**config.mk**
```make
export PLATFORM = sky130hd
export DESIGN_NAME = regfile_writeback
export DESIGN_NICKNAME = d
export VERILOG_FILES = /design/src/rtl/regfile_writeback_pkg.sv /design/src/rtl/wb_load_queue.sv /design/src/rtl/regfile_writeback.sv
export SDC_FILE = /design/constraint.sdc
export NUM_CORES = 1
export LEC_CHECK = 0
export ABC_AREA = 1
export CELL_PAD_IN_SITES_DETAIL_PLACEMENT = 1
export CELL_PAD_IN_SITES_GLOBAL_PLACEMENT = 1
export CORE_MARGIN = 2
export CORE_UTILIZATION = 32
export CTS_CLUSTER_SIZE = 8
export DETAILED_ROUTE_END_ITERATION = 12
export GPL_ROUTABILITY_DRIVEN = 0
export PLACE_DENSITY_LB_ADDON = 0.1
export SYNTH_ARGS = -nofsm -noshare
export SYNTH_HDL_FRONTEND = slang
export SYNTH_HIERARCHICAL = 1
export SYNTH_SLANG_ARGS = --single-unit
export TNS_END_PERCENT = 5
```
**constraint.sdc**
```tcl
create_clock -name i_clk -period 3.1 [get_ports i_clk]
set_clock_uncertainty 0.1 [all_clocks]
set_input_delay 0.31 -clock i_clk [delete_from_list [all_inputs] [get_ports i_clk]]
set_output_delay 0.31 -clock i_clk [all_outputs]
set_load 0.03 [all_outputs]
```
**src/rtl/regfile_writeback_pkg.sv**
```systemverilog
// Shared constants, issue-select encoding and helpers for the register-file writeback block.
package regfile_writeback_pkg;

    localparam int WORD_SIZE    = 31;
    localparam int REG_IDX_W    = 5;
    localparam int LQ_DEPTH_DEF = 4;
    localparam int DW_DEF       = WORD_SIZE + 1;
    localparam int NUM_REGS     = 1 << REG_IDX_W;

    typedef enum logic [1:0] {
        ISS_NONE = 2'd0,
        ISS_ALU  = 2'd1,
        ISS_LQ   = 2'd2
    } issue_sel_e;

    function automatic logic [NUM_REGS-1:0] rd_onehot(input logic [REG_IDX_W-1:0] rd);
        rd_onehot = {{(NUM_REGS-1){1'b0}}, 1'b1} << rd;
    endfunction

endpackage

```
**src/rtl/wb_load_queue.sv**
```systemverilog
// Synchronous FIFO of {rd, data} load returns; wrap-bit pointers, per-entry valid/rd for hazard masks.
module wb_load_queue
    import regfile_writeback_pkg::*;
#(
    parameter int DW    = DW_DEF,
    parameter int DEPTH = LQ_DEPTH_DEF
) (
    input  logic                               clk,
    input  logic                               rst_n,
    input  logic                               push,
    input  logic [REG_IDX_W-1:0]               push_rd,
    input  logic [DW-1:0]                      push_data,
    input  logic                               pop,
    output logic                               full,
    output logic                               empty,
    output logic [REG_IDX_W-1:0]               head_rd,
    output logic [DW-1:0]                      head_data,
    output logic [DEPTH-1:0]                   entry_valid,
    output logic [DEPTH-1:0][REG_IDX_W-1:0]    entry_rd
);

    localparam int PW = $clog2(DEPTH);

    logic [PW:0]                         wr_ptr_q, wr_ptr_d;
    logic [PW:0]                         rd_ptr_q, rd_ptr_d;
    logic [DEPTH-1:0][REG_IDX_W-1:0]     rd_mem_q, rd_mem_d;
    logic [DEPTH-1:0][DW-1:0]            data_mem_q, data_mem_d;
    logic [PW:0]                         count;
    logic [DEPTH-1:0][PW-1:0]            offs;
    logic                                push_ok;
    logic                                pop_ok;

    assign empty     = (wr_ptr_q == rd_ptr_q);
    assign full      = (wr_ptr_q[PW] != rd_ptr_q[PW]) && (wr_ptr_q[PW-1:0] == rd_ptr_q[PW-1:0]);
    assign count     = wr_ptr_q - rd_ptr_q;
    assign push_ok   = push && !full;
    assign pop_ok    = pop && !empty;
    assign head_rd   = rd_mem_q[rd_ptr_q[PW-1:0]];
    assign head_data = data_mem_q[rd_ptr_q[PW-1:0]];
    assign entry_rd  = rd_mem_q;

    // Slot i holds live data when its distance from the read pointer is below the fill count.
    always_comb begin
        offs        = '0;
        entry_valid = '0;
        for (int i = 0; i < DEPTH; i++) begin
            offs[i]        = PW'(i) - rd_ptr_q[PW-1:0];
            entry_valid[i] = ({1'b0, offs[i]} < count);
        end
    end

    always_comb begin
        wr_ptr_d   = wr_ptr_q;
        rd_ptr_d   = rd_ptr_q;
        rd_mem_d   = rd_mem_q;
        data_mem_d = data_mem_q;
        if (push_ok) begin
            rd_mem_d[wr_ptr_q[PW-1:0]]   = push_rd;
            data_mem_d[wr_ptr_q[PW-1:0]] = push_data;
            wr_ptr_d                     = wr_ptr_q + (PW+1)'(1);
        end
        if (pop_ok) begin
            rd_ptr_d = rd_ptr_q + (PW+1)'(1);
        end
    end

    always_ff @(posedge clk or negedge rst_n) begin
        if (!rst_n) begin
            wr_ptr_q   <= '0;
            rd_ptr_q   <= '0;
            rd_mem_q   <= '0;
            data_mem_q <= '0;
        end else begin
            wr_ptr_q   <= wr_ptr_d;
            rd_ptr_q   <= rd_ptr_d;
            rd_mem_q   <= rd_mem_d;
            data_mem_q <= data_mem_d;
        end
    end

endmodule

```
**src/rtl/regfile_writeback.sv**
```systemverilog
// Merges ALU results and queued LSU load returns into one registered regfile write per cycle.
// Define WB_BYPASS_EN to forward the in-flight write onto the decode read data.
module regfile_writeback
    import regfile_writeback_pkg::*;
#(
    parameter int DW       = DW_DEF,
    parameter int LQ_DEPTH = LQ_DEPTH_DEF
) (
    input  logic                  i_clk,
    input  logic                  i_rst_n,
    input  logic                  i_alu_valid,
    input  logic [REG_IDX_W-1:0]  i_alu_rd,
    input  logic [DW-1:0]         i_alu_data,
    input  logic                  i_lsu_valid,
    output logic                  o_lsu_ready,
    input  logic [REG_IDX_W-1:0]  i_lsu_rd,
    input  logic [DW-1:0]         i_lsu_data,
    output logic                  o_Wen,
    output logic [REG_IDX_W-1:0]  o_Wnum,
    output logic [DW-1:0]         o_Wd,
    output logic [NUM_REGS-1:0]   o_pend,
    input  logic [REG_IDX_W-1:0]  i_Rnum1,
    input  logic [REG_IDX_W-1:0]  i_Rnum2,
    input  logic [DW-1:0]         i_Rd1,
    input  logic [DW-1:0]         i_Rd2,
    output logic [DW-1:0]         o_Rd1,
    output logic [DW-1:0]         o_Rd2
);

    logic                                 lq_full;
    logic                                 lq_empty;
    logic                                 lq_pop;
    logic [REG_IDX_W-1:0]                 lq_head_rd;
    logic [DW-1:0]                        lq_head_data;
    logic [LQ_DEPTH-1:0]                  lq_valid;
    logic [LQ_DEPTH-1:0][REG_IDX_W-1:0]   lq_rd;

    issue_sel_e                           issue_sel;
    logic [REG_IDX_W-1:0]                 issue_rd;
    logic [DW-1:0]                        issue_data;

    logic                                 wen_q, wen_d;
    logic [REG_IDX_W-1:0]                 wnum_q, wnum_d;
    logic [DW-1:0]                        wd_q, wd_d;

    wb_load_queue #(
        .DW    (DW),
        .DEPTH (LQ_DEPTH)
    ) u_lq (
        .clk         (i_clk),
        .rst_n       (i_rst_n),
        .push        (i_lsu_valid),
        .push_rd     (i_lsu_rd),
        .push_data   (i_lsu_data),
        .pop         (lq_pop),
        .full        (lq_full),
        .empty       (lq_empty),
        .head_rd     (lq_head_rd),
        .head_data   (lq_head_data),
        .entry_valid (lq_valid),
        .entry_rd    (lq_rd)
    );

    // Ready ignores any same-cycle pop so it never depends on the ALU valid.
    assign o_lsu_ready = !lq_full;

    // ALU has fixed priority; the queue drains only in ALU bubbles.
    always_comb begin
        issue_sel  = ISS_NONE;
        issue_rd   = '0;
        issue_data = '0;
        if (i_alu_valid) begin
            issue_sel  = ISS_ALU;
            issue_rd   = i_alu_rd;
            issue_data = i_alu_data;
        end else if (!lq_empty) begin
            issue_sel  = ISS_LQ;
            issue_rd   = lq_head_rd;
            issue_data = lq_head_data;
        end
    end

    assign lq_pop = (issue_sel == ISS_LQ);

    always_comb begin
        wen_d  = 1'b0;
        wnum_d = wnum_q;
        wd_d   = wd_q;
        if (issue_sel != ISS_NONE) begin
            wen_d  = (issue_rd != '0);
            wnum_d = issue_rd;
            wd_d   = issue_data;
        end
    end

    always_ff @(posedge i_clk or negedge i_rst_n) begin
        if (!i_rst_n) begin
            wen_q  <= 1'b0;
            wnum_q <= '0;
            wd_q   <= '0;
        end else begin
            wen_q  <= wen_d;
            wnum_q <= wnum_d;
            wd_q   <= wd_d;
        end
    end

    assign o_Wen  = wen_q;
    assign o_Wnum = wnum_q;
    assign o_Wd   = wd_q;

    always_comb begin
        o_pend = '0;
        for (int i = 0; i < LQ_DEPTH; i++) begin
            if (lq_valid[i]) begin
                o_pend = o_pend | rd_onehot(lq_rd[i]);
            end
        end
        o_pend[0] = 1'b0;
    end

`ifdef WB_BYPASS_EN
    // The regfile returns the old value when read and written in the same cycle.
    assign o_Rd1 = (wen_q && (wnum_q == i_Rnum1) && (i_Rnum1 != '0)) ? wd_q : i_Rd1;
    assign o_Rd2 = (wen_q && (wnum_q == i_Rnum2) && (i_Rnum2 != '0)) ? wd_q : i_Rd2;
`else
    logic unused_rnum;
    assign unused_rnum = ^{i_Rnum1, i_Rnum2};
    assign o_Rd1 = i_Rd1;
    assign o_Rd2 = i_Rd2;
`endif

endmodule

```
[Yosys cells after proc, flatten, opt, wreduce, memory -nomap -nowiden]
Index checks and enable logic that the tools add are counted.
Widths: inputs -> output; s select.
Word-level totals
  output and inout port bits: 135
  input port bits: 152
  register bits after elaboration: 192
Cells by class
  shift-type cells: 4
  bitwise logic cells: 3
  equal/unequal tests: 4
  magnitude comparators: 7
  add/subtract/negate cells: 7
  reduce and logical (&&, ||, !) cells: 8
  multiplexer cells: 21
Operators with widths (count)
  $mux 32: 8
  $bwmux 128: 1
  $shl 1x5->32 const A: 4
  $or 32x32->32: 3
  $bmux 32 s2: 1
  $demux 32 s2: 1
  $bwmux 20: 1
  $mux 5: 4
  $lt 2x3->1: 4
  $bmux 5 s2: 1
  $demux 5 s2: 1
  $add 3x1->3 const B: 2
  $lt 2x3->1 const B: 2
  $reduce_bool 5->1: 1
  $logic_and 1x1->1: 4
  $mux 2: 2
  $sub 1x2->2 const A: 2
  $sub 2x2->2 const A: 2
  $eq 3x3->1: 1
  $sub 3x3->3: 1
  $eq 2x2->1: 1
  $eq 2x2->1 const B: 1
  $ge 2x1->1 const B: 1
  $logic_not 1->1: 2
  other kinds (3): 3

[Logic depth before layout (Yosys ltp)]
  depth after elaboration: 9
  gate-level depth with buffers: 15
  depth with buffers taken out: 15

[Hierarchy]
Netlist, hierarchy kept.
By module, submodules not included
  wb_load_queue: area an instance 7644.8 µm², cells each 940, times used 1
  regfile_writeback: area an instance 3585.9 µm², cells each 570, times used 1

[Worst setup path after synthesis]
Ideal clock, no wire load.
  path kind: register to output
  start point: register u_lq.rd_ptr_q[1]
  end point: output port o_pend[20]
  path slack: -0.032 ns
  data arrival time: 2.722 ns
  data required time: 2.690 ns
  cell stages (with the launch flop): 14
  path through: dfrtp_1 -> inv_1 -> clkbuf_1 -> clkbuf_1 -> fa_1 -> inv_1 -> ha_1 -> inv_1 -> o21bai_1 -> nand2_1 -> nand2_2 -> nor2_2 -> nand3_1 -> nand4_1
RTL lines
  from (decl): RTL line wb_load_queue.sv:25  | logic [PW:0] rd_ptr_q, rd_ptr_d;
  from (signal assigned): RTL line wb_load_queue.sv:75  | rd_ptr_q <= rd_ptr_d;
  $sub 3x3->3 / $sub 2x2->2 (equally long branches): RTL line wb_load_queue.sv:35, wb_load_queue.sv:47
  $lt 2x3->1 (*): RTL line wb_load_queue.sv:48  | entry_valid[i] = ({1'b0, offs[i]} < count);
  named net lq_valid[2]: RTL line regfile_writeback.sv:35  | logic [LQ_DEPTH-1:0] lq_valid;
  $mux 32 (*): RTL line regfile_writeback.sv:115  | if (lq_valid[i]) begin
  $or 32x32->32: RTL line regfile_writeback.sv:116  | o_pend = o_pend | rd_onehot(lq_rd[i]);
  $mux 32 (*): RTL line regfile_writeback.sv:115
  to (decl): RTL line regfile_writeback.sv:21  | output logic [NUM_REGS-1:0] o_pend,
The timed path passes the listed nets; every way through them passes the cells marked *.

[Worst setup path after layout]
  start point: register u_lq.wr_ptr_q[0]
  end point: output port o_pend[16]
RTL lines
  from (decl): RTL line wb_load_queue.sv:24  | logic [PW:0] wr_ptr_q, wr_ptr_d;
  from (signal assigned): RTL line wb_load_queue.sv:74  | wr_ptr_q <= wr_ptr_d;
  $sub 3x3->3 (*): RTL line wb_load_queue.sv:35  | assign count = wr_ptr_q - rd_ptr_q;
  $lt 2x3->1 (*): RTL line wb_load_queue.sv:48
  named net lq_valid[2]: RTL line regfile_writeback.sv:35
  $mux 32 (*): RTL line regfile_writeback.sv:115
  $or 32x32->32: RTL line regfile_writeback.sv:116
  $mux 32 (*): RTL line regfile_writeback.sv:115
Marks and branches as above.

==> run metrics <==
pre-CTS setup slack -0.154 ns; worst-path cell chain inv_2 -> ha_4 -> inv_2 -> fa_1 -> inv_2 -> ha_1 -> inv_1 -> o21bai_1 -> nand2_1 -> buf_4 -> nand2_2 -> nor2_4 -> nand3_1 -> nand4_1 -> buf_6; Overall Power 17.0 mW; crit path max fanout 6; slowest stage delay, CP 0.51 ns; Psw 8.63 mW; H-tree depth 4; Slew @ Worst Pin 0.880 ns; Comb power frac 59.2%; Worst EP arrival 3.04 ns; Critical Path Sink Type primary output; Die Y 191 µm; fin nets 1725; initial core utilization 32.5%; run status complete, but fails checks; Int Pwr 8.41 mW; Seq/Total Area, Yosys 42.8%; CTS Root Cell clkbuf_16; clock power share 13.7%; die width 191 µm; pin count of the biggest net entering global routing 80; final period utilization 111%; 1st-iter DRT viols 722; Antenna Nets Post-Route 0; gr usage total 23.0%; TritonRoute pass-1 iters 4; max_slew headroom 41.4%; TNS Setup -8.94 ns; # rows 68; I/O Pins 287; CTS tree yes; average size of a mapped cell 7.44 µm²; final hold violation count 0; core area 0.0345 mm²; DR WL/cell 20.3 µm; setup violators final 31; Clock Path Buffers 2; first-pass GRT wire length 64700 µm; Seq cells post-synth 192; initial antenna violation count 0; drt total wl 41100 µm; final hold slack 0.177 ns; Clock Pin Slew Worst Setup and Hold Paths 0.08 ns; Post-Syn Instances 1510; vias per cell 5.32; startpoint types register; Crit-path slowest cell fa_1; CP required 2.69 ns; critical path class reg -> out; Via Count 10768; worst-skew pair later-pin latency 0.46 ns; Max Cap Violations 0; fmax 0.290 GHz; grt total ovfl 0; Post-Syn Area 0.0112 mm²; most frequent cells in the layout 468 x nand2_1, 190 x dfrtp_1, 174 x nand4_1; Hold Crit Class in -> reg; Port Buf Inserts 147; RSZ-0062 raised after global routing yes; failing checks setup timing; Leakage 6.50 nW; PD cells 1250 mW/mm²; Most common cell on crit path inv_2; Reg power frac 27.0%; DIE AREA 0.0366 mm²; DRC 0; post-synth net total 1677; diode count 0; commonest non-fill, non-tap cell in the layout nand2_1; Ys Warns 6; setup ws final -0.353 ns; post-route core utilization 39.5%; Synth cell types 30; sw frac 50.7%; maximum vdd drop 719 µV; CTS sink cnt 192; CTS Buf Count 17; Area Overhead vs Synth 21.4%; Slew Limit Fails 0; layout cells sized above 1 12.3%; crit path time final 3.45 ns; vias in the first global route 11132; DPL Wire Length 25900 µm
per-layer routing:
metal	wire, µm	part of all wire (%)	track usage, %
met1	19300	47	31.3
met5	0	0	0
met2	19500	47	37.7
met4	593	1.4	6.07
met3	1700	4.1	3.87
final cells by class:
cell class | count | area (µm²)
repair buffers | 205 | 2130
clock inverters | 10 | 126
multi-input cells | 1084 | 5300
clock buffers | 21 | 480
well taps | 455 | 569
fillers | 4233 | 20900
inverters | 58 | 223
flip-flops and latches | 192 | 4810
worst paths after layout:
path	cells after the start	to	slack, ns	startpoint
worst max-delay path	15	o_pend[16]	-0.35	u_lq/wr_ptr_q[0]
worst min-delay path	3	o_Wd[3]	0.18	i_alu_valid
worst max register to register	11	u_lq/data_mem_q[82]	0.33	u_lq/rd_ptr_q[1]
worst min register to register	2	u_lq/data_mem_q[47]	0.37	u_lq/data_mem_q[47]
max in group asynchronous	3	u_lq/data_mem_q[82]	1.64	i_rst_n
min in group asynchronous	2	u_lq/data_mem_q[97]	0.39	i_rst_n
worst max-delay path, delay by kind of cell (launching register included):
family	cells	cell delay [ns]
flip-flops	1	0.40
adder cells (fa/ha/maj)	3	0.91
buffers and inverters	6	0.56
AO/OA/AOI/OAI	1	0.06
AND/OR/NAND/NOR	5	0.66
power groups by stage:
stage	combinational, mW	sequential (mW)	clock [mW]
final	10.1	4.61	2.34
after global routing	11.1	4.76	2.51
after CTS	10.1	4.60	2.41
after detailed placement	9.71	4.63	0
after global placement	9.58	4.60	0
after floorplan	5.77	4.77	0
timing repair:
action / CTS / global route
hold buffers: 1 / 0
setup endpoints to repair: 32 / 31
endpoints found under the hold margin: 76 / 0
resized for setup: 48 / 10
pin swaps: 19 / 7
gates cloned: 0 / 0
setup buffers: 4 / 1
logic make-up (layout without fill, tap and decap cells):
family,Yosys count,count (layout),share of synthesized area [%]
XOR/XNOR,2,2,0.156
other,1,1,0.0334
flip-flops,192,192,42.8
buffers and inverters,234,294,11.2
AO/OA/AOI/OAI,143,143,7.28
adder cells (fa/ha/maj),15,15,1.74
AND/OR/NAND/NOR,923,923,36.8
registers in the layout (all words and copies together), names as in the netlist:
register	count
o_Wnum	5
o_Wen	1
o_Wd	32
u_lq/data_mem_q	128
u_lq/wr_ptr_q	3
u_lq/entry_rd	20
u_lq/rd_ptr_q	3
per-stage QoR:
stage	instances	area, µm²
final	2025	13600
after global routing	2025	13600
after CTS	2024	13600
after detailed placement	1988	12800
after global placement	1988	12800
after floorplan	1510	11200
synth_stat cells, drive strengths merged:
| library cell | n | area share [%] |
|---|---|---|
| nand4 | 174 | 9.7 |
| nand2 | 484 | 16 |
| xor2 | 1 | 0.078 |
| a22oi | 18 | 1.2 |
| a21oi | 8 | 0.36 |
| o21ai | 76 | 3.4 |
| nor3 | 21 | 0.94 |
| clkbuf | 47 | 1.6 |
| dfrtp | 192 | 43 |
| fa | 1 | 0.18 |
| xnor2 | 1 | 0.078 |
| clkinv | 2 | 0.089 |
| ha | 14 | 1.6 |
| nor2 | 173 | 6.3 |
| o21bai | 4 | 0.27 |
| inv | 56 | 1.9 |
| o22ai | 37 | 2.1 |
| nand3 | 71 | 3.6 |
| buf | 129 | 7.7 |
| conb | 1 | 0.033 |
(Power assumes the default switching activity.)
